===== config.mk =====
export PLATFORM = sky130hd
export DESIGN_NAME = run_detect_sched_flat
export DESIGN_NICKNAME = d
export VERILOG_FILES = /design/src/rtl/run_detect_sched_if.sv /design/src/rtl/run_detect_sched.sv /design/src/flat_wrapper.sv
export SDC_FILE = /design/constraint.sdc
export NUM_CORES = 1
export LEC_CHECK = 0
export ABC_AREA = 1
export ABC_CLOCK_PERIOD_IN_PS = 3000
export BUFFER_PORTS_ARGS = -buffer_cell sky130_fd_sc_hd__buf_2
export CORE_UTILIZATION = 59
export DETAILED_ROUTE_END_ITERATION = 10
export GPL_TIMING_DRIVEN = 0
export PLACE_DENSITY = 0.91
export SETUP_SLACK_MARGIN = 0.5
export SLEW_MARGIN = 20
export SYNTH_ARGS = -nofsm -noshare
export SYNTH_HDL_FRONTEND = slang
export SYNTH_SLANG_ARGS = --single-unit

===== constraint.sdc =====
create_clock -name clk -period 3 [get_ports clk]
set_clock_uncertainty 0.15 [all_clocks]
set_input_delay 0.15 -clock clk [delete_from_list [all_inputs] [get_ports clk]]
set_output_delay 0.15 -clock clk [all_outputs]
set_load 0.02 [all_outputs]

===== src/rtl/run_detect_sched_if.sv =====
// run_detect_sched_if: requester bus and run-flag outputs of the shared run detector.
interface run_detect_sched_if #(
  parameter int NREQ = 4,
  parameter int IDW  = $clog2(NREQ)
);
  logic [NREQ-1:0] req;
  logic [NREQ-1:0] din;
  logic [NREQ-1:0] gnt;
  logic [IDW-1:0]  gnt_id;
  logic            doutx;
  logic            douty;
  logic            dout_vld;
  logic            frame_done;
  logic            frame_abort;
  modport master (output req, din, input gnt, gnt_id, doutx, douty, dout_vld, frame_done, frame_abort);
  modport slave  (input req, din, output gnt, gnt_id, doutx, douty, dout_vld, frame_done, frame_abort);
endinterface


===== src/rtl/run_detect_sched.sv =====
// run_detect_sched: round-robin framed sharing of one consecutive-equal-bit run detector.
module run_detect_sched #(
  parameter  int NREQ      = 4,
  parameter  int FRAME_LEN = 8,
  localparam int IDW       = $clog2(NREQ)
) (
  input logic               clk,
  input logic               resetn,
  run_detect_sched_if.slave bus
);
  localparam int CW = $clog2(FRAME_LEN) + 1;
  typedef enum logic [1:0] {ARB, RUN, DONE} state_t;
  state_t          state_q;
  logic [NREQ-1:0] gnt_q;
  logic [IDW-1:0]  gnt_id_q, ptr_q, win_d, cand;
  logic [CW-1:0]   k_q;
  logic            h1_q, h2_q, x_q, y_q, vld_q, done_q, abort_q;
  logic            b, held;
  assign b    = bus.din[gnt_id_q];
  assign held = bus.req[gnt_id_q];
  // Scan offsets high to low so the nearest requester after the pointer wins.
  always_comb begin
    win_d = ptr_q;
    cand  = '0;
    for (int i = NREQ; i >= 1; i--) begin
      cand = IDW'((int'(ptr_q) + i) % NREQ);
      win_d = bus.req[cand] ? cand : win_d;
    end
  end
  always_ff @(posedge clk or negedge resetn)
    if (!resetn) begin
      state_q  <= ARB;
      gnt_q    <= '0;
      gnt_id_q <= '0;
      ptr_q    <= IDW'(NREQ - 1);
      k_q      <= '0;
      h1_q     <= 1'b0;
      h2_q     <= 1'b0;
      x_q      <= 1'b0;
      y_q      <= 1'b0;
      vld_q    <= 1'b0;
      done_q   <= 1'b0;
      abort_q  <= 1'b0;
    end else begin
      vld_q   <= 1'b0;
      x_q     <= 1'b0;
      y_q     <= 1'b0;
      done_q  <= 1'b0;
      abort_q <= 1'b0;
      case (state_q)
        ARB:
          if (|bus.req) begin
            gnt_q    <= NREQ'(1) << win_d;
            gnt_id_q <= win_d;
            ptr_q    <= win_d;
            k_q      <= '0;
            h1_q     <= 1'b0;
            h2_q     <= 1'b0;
            state_q  <= RUN;
          end
        RUN:
          if (!held) begin
            gnt_q   <= '0;
            done_q  <= 1'b1;
            abort_q <= 1'b1;
            state_q <= DONE;
          end else begin
            vld_q <= 1'b1;
            x_q   <= (k_q >= CW'(1)) && (b == h1_q);
            y_q   <= (k_q >= CW'(2)) && (b == h1_q) && (h1_q == h2_q);
            h1_q  <= b;
            h2_q  <= h1_q;
            k_q   <= k_q + CW'(1);
            if (k_q == CW'(FRAME_LEN - 1)) begin
              gnt_q   <= '0;
              done_q  <= 1'b1;
              state_q <= DONE;
            end
          end
        default: state_q <= ARB;
      endcase
    end
  assign bus.gnt         = gnt_q;
  assign bus.gnt_id      = gnt_id_q;
  assign bus.doutx       = x_q;
  assign bus.douty       = y_q;
  assign bus.dout_vld    = vld_q;
  assign bus.frame_done  = done_q;
  assign bus.frame_abort = abort_q;
endmodule


===== src/flat_wrapper.sv =====
// flat-port wrapper written by rule: the top's interface ports become plain ports
module run_detect_sched_flat 
#(
  parameter  int NREQ      = 4,
  parameter  int FRAME_LEN = 8,
  localparam int IDW       = $clog2(NREQ)
)
  (clk, resetn, bus_req, bus_din, bus_gnt, bus_gnt_id, bus_doutx, bus_douty, bus_dout_vld, bus_frame_done, bus_frame_abort);
  run_detect_sched_if #(.NREQ(NREQ)) bus_i ();
  input logic clk;
  input logic resetn;
  input wire logic [$bits(bus_i.req)-1:0] bus_req;
  input wire logic [$bits(bus_i.din)-1:0] bus_din;
  output wire logic [$bits(bus_i.gnt)-1:0] bus_gnt;
  output wire logic [$bits(bus_i.gnt_id)-1:0] bus_gnt_id;
  output wire logic [$bits(bus_i.doutx)-1:0] bus_doutx;
  output wire logic [$bits(bus_i.douty)-1:0] bus_douty;
  output wire logic [$bits(bus_i.dout_vld)-1:0] bus_dout_vld;
  output wire logic [$bits(bus_i.frame_done)-1:0] bus_frame_done;
  output wire logic [$bits(bus_i.frame_abort)-1:0] bus_frame_abort;
  assign bus_i.req = bus_req;
  assign bus_i.din = bus_din;
  assign bus_gnt = bus_i.gnt;
  assign bus_gnt_id = bus_i.gnt_id;
  assign bus_doutx = bus_i.doutx;
  assign bus_douty = bus_i.douty;
  assign bus_dout_vld = bus_i.dout_vld;
  assign bus_frame_done = bus_i.frame_done;
  assign bus_frame_abort = bus_i.frame_abort;
  run_detect_sched #(.NREQ(NREQ), .FRAME_LEN(FRAME_LEN)) u_core (.clk(clk), .resetn(resetn), .bus(bus_i));
endmodule

==> flow_summary.toml, run 1 <==
[status]
status = "finished clean"

[final_layout]
drive_above_1_share = 0.3098
finalNetCount = 199
design_area_sq_um = 1428
area_delta_synth_final_pct = 13.53
fillCellCount = 152
seqCellArea_sq_um = 528.0
multi_input_area_sq_um = 645.6
n_antenna_cell = 0
layout_common_cells = "43 x nand2_1, 21 x buf_2, 19 x dfrtp_1, 14 x nand2_2, 12 x inv_1"
utilization = 0.7203
layout_commonest_cell = "nand2_1"

[cts]
htreeDepth = 1
cts_buffers = 3
clkLatencyLatePin_ns = 0.31
clockBufferDepth = 2
clkTransAtPathRegs_ns = 0.11
cts_tree = "done"
cts_sinks = 21
root_buffer = "clkbuf_4"

[grt]
grt_pass1_vias = 945
grt_overflow_total = 0
grtUsageMet3 = 0.03333
antenna_found_initial = 0
met2_usage = 0.3947
use_met1 = 0.2927
grt_max_degree = 22
grt_pass1_wl_um = 3677
grt.busiest_layer = "met2"
grt_usage = 0.2369

[floorplanning]
die_w_um = 48.17
dieArea_sq_um = 2320
rows = 16
ios = 21
die_height_um = 48.17
start_util = 0.6345
coreArea_sq_um = 1982

[timing]
finalHoldViolCount = 0
fmax_ghz = 0.5894
tns_ns = 0
worst_slew_pin_slew_ns = 0.4605
period_minus_slack_ns = 1.697
fin_crit_sh = 0.5656
drv_slew = 0
slew_headroom = 0.6930
setup_viol = 0
rsz0062_at_grt = "false"

[pwr]
p_per_area_nw_per_um2 = 1086
max-vdd-ir-drop_uv = 598.9
p_leak_nw = 0.7873

[route]
drtIter0Drc = 23
num_vias = 1103
final_antenna_net_count = 0
drc = 0
drt_pre_antenna_iters = 4
drt-wirelength-per-cell_um = 11.50
drt_wl_total_um = 2427
avgViaCountPerCell = 5.227

[critical_path]
cp-endpoint = "u_core.ptr_q[1]"
cp.arrival_ns = 1.79
rr_worst_depth = 11
timing.rr.end = "u_core.ptr_q[1]"
crit_slowest_cell = "dfstp_2"
r2r_start = "u_core.ptr_q[0]"
reg2reg_slack_ns = 1.30
critical_path.max_stage_delay_ns = 0.54
cp-end-kind = "register"
cp-start-kind = "register"
required_ns = 3.09
path_class = "register to register"
path_cells = "buf_6 -> inv_8 -> nand2_2 -> nand2_4 -> nand2_2 -> nand2_1 -> nor2_1 -> nor2_1 -> nor2_2 -> nand2_1 -> o21ai_1"
crit_start = "u_core.ptr_q[0]"
path_max_fanout = 9

[synth]
postSynthCellCount = 159
synth.distinct_cells = 27
yosysSeqAreaShare = 0.4199
syn_nets = 173
ys_warn_count = 0
ys_ff_latch = 21
synth_area_per_cell_sq_um = 7.909
synthesis.area_sq_um = 1257

[placement]
placed_area_sq_um = 1391
numPortBuffers = 20
dp_hpwl_um = 1899
place_congestion = 0.7873

[flow_run]
max-cap-violations = 0

[min_path]
hp-class = "input pin to register"
## state kept, by name, summed over array words and instances (netlist names)
name and flops:
u_core.bus.frame_abort 1, u_core.bus.dout_vld 1, u_core.bus.douty 1, u_core.ptr_q 2
u_core.bus.gnt 4, u_core.bus.frame_done 1, u_core.h1_q 1, u_core.bus.doutx 1
u_core.h2_q 1, u_core.state_q 2, u_core.k_q 4, u_core.bus.gnt_id 2
## kinds of logic after synthesis
| family | after synthesis | synth area share |
|---|---|---|
| flops | 21 | 0.4199 |
| compound gates | 18 | 0.07960 |
| xor+xnor | 1 | 0.006966 |
| fa+ha+maj | 4 | 0.03980 |
| simple gates | 97 | 0.3871 |
| buf+inv | 18 | 0.06666 |
## power by group
group / switching, mW / internal, mW / leakage, nW
clock: 0.0833 / 0.0520 / 0.0150
combinational: 0.636 / 0.314 / 0.500
sequential: 0.0688 / 0.396 / 0.272
## stage by stage
step / cells / setup WS [ns] / hold WS, ns / total power [mW]
2_1_floorplan: 159 / 1.449 / -0.2956 / 1.208
3_3_place_gp: 206 / 1.361 / -0.03456 / 1.373
3_5_place_dp: 206 / 1.323 / -0.03258 / 1.416
4_1_cts: 211 / 1.293 / 0.1182 / 1.557
5_1_grt: 211 / 1.147 / 0.1555 / 1.700
6_report: 211 / 1.303 / 0.1284 / 1.551
## worst min path at each step
stage	startpoint	to	slack (ns)	cells after the start
2_1_floorplan	resetn	u_core.bus.dout_vld	-0.30	0
5_1_grt	bus_din[0]	u_core.bus.douty	0.16	5
3_3_place_gp	resetn	u_core.bus.gnt[0]	-0.03	1
4_1_cts	bus_din[2]	u_core.bus.douty	0.12	5
6_report	bus_din[2]	u_core.bus.douty	0.13	5
3_5_place_dp	resetn	u_core.bus.gnt[0]	-0.03	1
## repair_timing
item | in CTS | in global routing
gates resized for setup | 0 | 0
buffers inserted | 0 | 0
endpoints found under the hold margin | 21 | 0
hold buffers | 1 | 0
## per-layer routing
layer | vias to the layer above | wire length (um)
met5 | - | 0
met4 | 0 | 59
met3 | 7 | 67
met2 | 21 | 1212
met1 | 508 | 1087
li1 | 567 | -
## worst max-delay path, delay by kind of cell (launching register included)
kind	cells	cell delay, ns
and+or+nand+nor	8	0.66
DFF	1	0.54
buffers and inverters	2	0.20
AOI/OAI and AO/OA	1	0.10
## cell type report
| cell class | instances | area share |
|---|---|---|
| inverters | 16 | 0.04733 |
| repair buffers | 21 | 0.07713 |
| plain buffers | 2 | 0.01139 |
| flip-flops and latches | 21 | 0.3699 |
| clock buffers | 4 | 0.01840 |
| multi-input cells | 120 | 0.4522 |
| well taps | 27 | 0.02366 |
## cell usage after synthesis
| cell | instances | area [sq um] |
|---|---|---|
| nand3_1 | 11 | 55.05 |
| xor2_1 | 1 | 8.760 |
| nand2_2 | 14 | 87.58 |
| nor2_1 | 11 | 41.29 |
| buf_2 | 1 | 5.000 |
| dfstp_2 | 2 | 52.55 |
| nand4_1 | 3 | 18.77 |
| ha_1 | 4 | 50.05 |
| nor2_4 | 1 | 11.26 |
| o21ai_2 | 1 | 8.760 |
| o22ai_1 | 1 | 6.260 |
| nor3_1 | 4 | 20.02 |
| nor2_2 | 3 | 18.77 |
| nand2_4 | 3 | 33.78 |
| inv_8 | 1 | 11.26 |
| inv_2 | 3 | 11.26 |
| or2_2 | 1 | 6.260 |
| inv_1 | 12 | 45.04 |
| nand3_2 | 2 | 20.02 |
| nand2_1 | 43 | 161.4 |
| buf_6 | 1 | 11.26 |
| nor3b_2 | 1 | 12.51 |
| o21ai_1 | 4 | 20.02 |
| a211oi_1 | 2 | 15.01 |
| o21ai_0 | 7 | 35.03 |
| dfrtp_1 | 19 | 475.5 |
| a21oi_1 | 3 | 15.01 |
Note: power is estimated with default switching activity, not from simulation.
==> run 2: changes to the inputs <==
- ABC_CLOCK_PERIOD_IN_PS: 3000 -> 1700
- CORE_UTILIZATION: 59 -> 55
- PLACE_DENSITY: 0.91 -> 0.86
- clock period: 3 -> 1.7 ns (I/O delays scaled with it)
==> run 2 against run 1 <==
The flow now finishes with violations (setup timing); largest power group unchanged; critical endpoint unchanged; routed wire length up 49%; utilization is 12 points higher; flip-flop and latch count is the same; final cell count increased by 7.1%; final area is 22% higher; clock power rose by 93%; die area up 7.0%; worst hold slack worse by 0.096 ns.
==> flow_summary.toml, run 2 (same netlist as run 1, synthesis figures left out) <==
[floorplanning]
die_w_um = 49.82
die_height_um = 49.82
start_util = 0.6098
rows = 16
dieArea_sq_um = 2482
ios = 21
coreArea_sq_um = 2062

[final_layout]
fin_cells = 226
area_delta_synth_final_pct = 38.41
layout_common_cells = "34 x nand2_1, 20 x buf_2, 19 x nand2_2, 17 x dfrtp_1, 11 x inv_1"
n_antenna_cell = 0
finalNetCount = 214
layout_commonest_cell = "nand2_1"
design_area_sq_um = 1740
drive_above_1_share = 0.5075

[route]
avgViaCountPerCell = 5.704
drt_wl_total_um = 3608
drt_pre_antenna_iters = 4
num_vias = 1289
drt-wirelength-per-cell_um = 15.96
drc = 0
drtIter0Drc = 57
final_antenna_net_count = 0

[cts]
root_buffer = "clkbuf_4"
clkTransAtPathRegs_ns = 0.13
cts_buffers = 3
clkLatencyLatePin_ns = 0.32
cts_sinks = 21
cts_tree = "done"
clockBufferDepth = 2
htreeDepth = 1

[pwr]
p_per_area_nw_per_um2 = 2154
power_mw = 3.749
p_int_mw = 1.825
max-vdd-ir-drop_uv = 1453
swShare = 0.5132
p_leak_nw = 0.9060
p_seq_frac = 0.227
pwr-share-clk = 0.069
power_frac_comb = 0.703
p_switching_mw = 1.924

[timing]
period_minus_slack_ns = 1.864
worst_slew_pin_slew_ns = 0.5188
drv_slew = 0
rsz0062_at_grt = "true"
setup_viol = 7
finalHoldViolCount = 0
fmax_ghz = 0.5365
finalWorstSetupSlack_ns = -0.1639
slew_headroom = 0.6515
fin_crit_sh = 1.096

[placement]
placed_area_sq_um = 1424
place_ws_ns = 0.01031
place_congestion = 0.8674
dp_hpwl_um = 1846
numPortBuffers = 20
post-place-cells = 206

[critical_path]
path_class = "register to register"
required_ns = 1.80
cp-start-kind = "register"
reg2reg_slack_ns = -0.16
path_max_fanout = 8
cp-end-kind = "register"
cp.arrival_ns = 1.96

[grt]
grt_overflow_total = 0
grt_usage = 0.2551
grt_pass1_wl_um = 4754
grt_max_degree = 22
antenna_found_initial = 0
grt_pass1_vias = 1098

[status]
violations = "setup timing"
status = "complete, but fails checks"

[flow_run]
max-cap-violations = 0

[min_path]
hp-class = "input pin to register"
-- run 2: worst paths after layout --
check	from	endpoint	cells after the start
setup reg to reg	u_core.ptr_q[0]	u_core.ptr_q[1]	11
hold / removal	bus_din[2]	u_core.bus.douty	5
setup / recovery	u_core.ptr_q[0]	u_core.ptr_q[1]	11
max in group asynchronous	resetn	u_core.ptr_q[1]	2
min in group asynchronous	resetn	u_core.k_q[0]	2
hold reg to reg	u_core.bus.gnt[3]	u_core.bus.gnt[3]	2
-- run 2: power by group through the flow --
stage | logic [mW] | clock network, mW | registers (mW)
finish | 2.64 | 0.260 | 0.852
global route | 2.81 | 0.279 | 0.868
floorplan | 1.28 | 0 | 0.927
detailed placement | 1.75 | 0 | 0.832
global placement | 1.68 | 0 | 0.827
CTS | 2.12 | 0.254 | 0.829
-- run 2: stage by stage --
step | util | setup TNS [ns] | hold slack [ns]
floorplan | - | 0 | -0.3606
global placement | 0.6905 | 0 | -0.1004
detailed placement | 0.6905 | 0 | -0.09218
CTS | 0.7828 | 0 | 0.04269
global route | 0.8441 | -1.033 | 0.06015
finish | 0.8441 | -0.5127 | 0.03270
-- run 2: per-layer routing --
metal | global-route usage | vias to the layer above | share of wire
met2 | 0.4122 | 64 | 0.48
met1 | 0.3433 | 615 | 0.44
met3 | 0.05247 | 12 | 0.054
met4 | 0.07619 | 0 | 0.030
li1 | - | 598 | -
met5 | 0 | - | 0
-- run 2: timing repair --
item / 4_1_cts / 5_1_grt
pin swaps: 12 / 9
endpoints found under the hold margin: 21 / 0
setup buffers: 9 / 5
hold buffers: 1 / 0
setup endpoints to repair: 21 / 21
cloned: 1 / 0
gates resized for setup: 16 / 22
-- run 2: area by class of cell --
cell class / count / area, sq um
Timing Repair Buffer: 36 / 284.0
Clock buffer: 3 / 22.52
Clock inverter: 1 / 7.507
Sequential cell: 21 / 530.5
Buffer: 2 / 20.02
Fill cell: 102 / 321.6
Multi-Input combinational cell: 120 / 772.0
Tap cell: 27 / 33.78
Inverter: 16 / 70.07
-- run 2: worst max-delay path, cell delays in order (launching register included) --
cell	delay, ns
dfstp_2	0.57
buf_8	0.12
inv_8	0.05
nand2_2	0.06
nand2_2	0.05
nand2_2	0.08
nand2_2	0.08
nor2_4	0.12
nor2_2	0.06
nor2_2	0.18
nand2_1	0.14
o21ai_1	0.12
==> run 3: changes to the inputs <==
--- a/constraint.sdc
+++ b/constraint.sdc
@@ -4,2 +4,2 @@
 set_output_delay 0.085 -clock clk [all_outputs]
-set_load 0.02 [all_outputs]
+set_load 0.005 [all_outputs]
==> run 3 against run 2 <==
The flow still finishes with violations (setup timing); flip-flop and latch count did not move; total power rose by 12%; utilization rose by 6.6 points; first-iteration DRC count rose by 39%; largest cell class unchanged.
==> flow_summary.toml, run 3 (same netlist as run 1, synthesis figures left out) <==
[status]
status = "complete, but fails checks"
violations = "setup timing"

[critical_path]
cp_top_family = "simple AND/OR/NAND/NOR gates"
crit_slowest_cell = "dfstp_2"
path_max_fanout = 8
cp-start-kind = "register"
required_ns = 1.82
path_class = "register to register"
rr_worst_depth = 11
cp_num_buf_inv = 2
critical_path.max_stage_delay_ns = 0.59
path_cells = "buf_8 -> inv_12 -> nand2_4 -> nand2_2 -> nand2_2 -> nand2_4 -> nor2_4 -> nor2_2 -> nor2_2 -> nand4_1 -> nand2_1"
cp-end-kind = "register"
cp.arrival_ns = 1.97
crit_cells = 11

[grt]
grt_usage = 0.3208
grt_overflow_total = 0
antenna_found_initial = 0
grt_max_degree = 22
grt_pass1_wl_um = 5816
grt_pass1_vias = 1307

[floorplanning]
die_height_um = 49.82
coreArea_sq_um = 2062
die_w_um = 49.82
dieArea_sq_um = 2482
start_util = 0.6098
rows = 16
ios = 21

[final_layout]
area_delta_synth_final_pct = 49.15
finalNetCount = 219
layout_commonest_cell = "nand2_1"
fin_cells = 231
drive_above_1_share = 0.5784
layout_common_cells = "27 x nand2_1, 21 x buf_2, 19 x nand2_4, 18 x dfrtp_1, 14 x nand2_2"
design_area_sq_um = 1876
n_antenna_cell = 0

[cts]
clockBufferDepth = 2
htreeDepth = 1
cts_buffers = 3
clkTransAtPathRegs_ns = 0.12
root_buffer = "clkbuf_4"
cts_tree = "done"
clkLatencyLatePin_ns = 0.33
cts_sinks = 21

[route]
drc = 0
final_antenna_net_count = 0
drt_pre_antenna_iters = 4
avgViaCountPerCell = 6.264
num_vias = 1447
drt-wirelength-per-cell_um = 21.22
drtIter0Drc = 79
drt_wl_total_um = 4901

[flow_run]
max-cap-violations = 0

[min_path]
hp-class = "input pin to async pin"

[placement]
dp_hpwl_um = 1976
numPortBuffers = 20
placed_area_sq_um = 1425
post-place-cells = 206
place_congestion = 0.8964

[pwr]
p_leak_nw = 0.9808
max-vdd-ir-drop_uv = 1698
p_per_area_nw_per_um2 = 2230

[timing]
fin_crit_sh = 1.088
fmax_ghz = 0.5407
slew_headroom = 0.6016
finalWorstSetupSlack_ns = -0.1493
rsz0062_at_grt = "true"
worst_slew_pin_slew_ns = 0.5930
period_minus_slack_ns = 1.849
finalHoldViolCount = 0
setup_viol = 8
drv_slew = 0
==> run 3: final timing paths <==
path / startpoint / end / slack, ns
setup / recovery: u_core.ptr_q[0] / u_core.bus.gnt[3] / -0.15
min in group clk: bus_din[1] / u_core.bus.douty / 0.09
setup reg to reg: u_core.ptr_q[0] / u_core.bus.gnt[3] / -0.15
max in group asynchronous: resetn / u_core.ptr_q[1] / 0.97
hold reg to reg: u_core.bus.gnt[2] / u_core.bus.gnt[2] / 0.36
hold / removal: resetn / u_core.k_q[2] / 0.07
==> run 3: metrics by stage <==
stage / power (mW) / setup TNS (ns) / utilization / worst slack (ns) / hold WS, ns
after CTS: 3.236 / 0 / 0.8022 / 0.0004331 / 0.06139
after detailed placement: 2.511 / -0.0009931 / 0.6911 / -0.0009931 / -0.09186
after floorplan: 2.115 / 0 / - / 0.1664 / -0.3606
after global placement: 2.413 / 0 / 0.6911 / 0.02877 / -0.09955
final: 4.182 / -0.8970 / 0.9096 / -0.1493 / 0.06827
after global routing: 4.338 / -1.331 / 0.9096 / -0.2150 / 0.1025
==> run 3: layout make-up <==
class	instances	area [sq um]
Buffer	2	20.02
Clock buffer	3	22.52
Clock inverter	1	5.005
Fill cell	78	186.4
Inverter	16	75.07
Multi-Input combinational cell	120	879.6
Sequential cell	21	529.3
Tap cell	27	33.78
Timing Repair Buffer	41	310.3
==> run 3: report_power, final <==
part | internal, mW | switching, mW | total [mW]
clock network | 0.0886 | 0.168 | 0.257
registers | 0.701 | 0.164 | 0.865
logic | 1.20 | 1.86 | 3.06
==> run 3: layer usage <==
| layer | part of all wire | vias to the layer above | track usage |
|---|---|---|---|
| li1 | - | 604 | - |
| met1 | 0.37 | 669 | 0.3855 |
| met2 | 0.47 | 138 | 0.5518 |
| met3 | 0.092 | 36 | 0.03704 |
| met4 | 0.074 | 0 | 0.1810 |
| met5 | 0 | - | 0 |
==> run 3: worst reg2reg max path, stage by stage, from the launching register on <==
cell and delay (ns):
dfstp_2 0.59, buf_8 0.15, inv_12 0.06, nand2_4 0.07, nand2_2 0.06, nand2_2 0.09, nand2_4 0.06, nor2_4 0.13
nor2_2 0.05, nor2_2 0.17, nand4_1 0.13, nand2_1 0.09
==> run 3: what timing repair did <==
item	CTS	global route
pin swaps	15	20
gates cloned	1	0
setup buffers	10	9
gates resized for setup	25	41
setup endpoints to repair	21	21
hold buffers	1	0
hold endpoints to repair	21	0
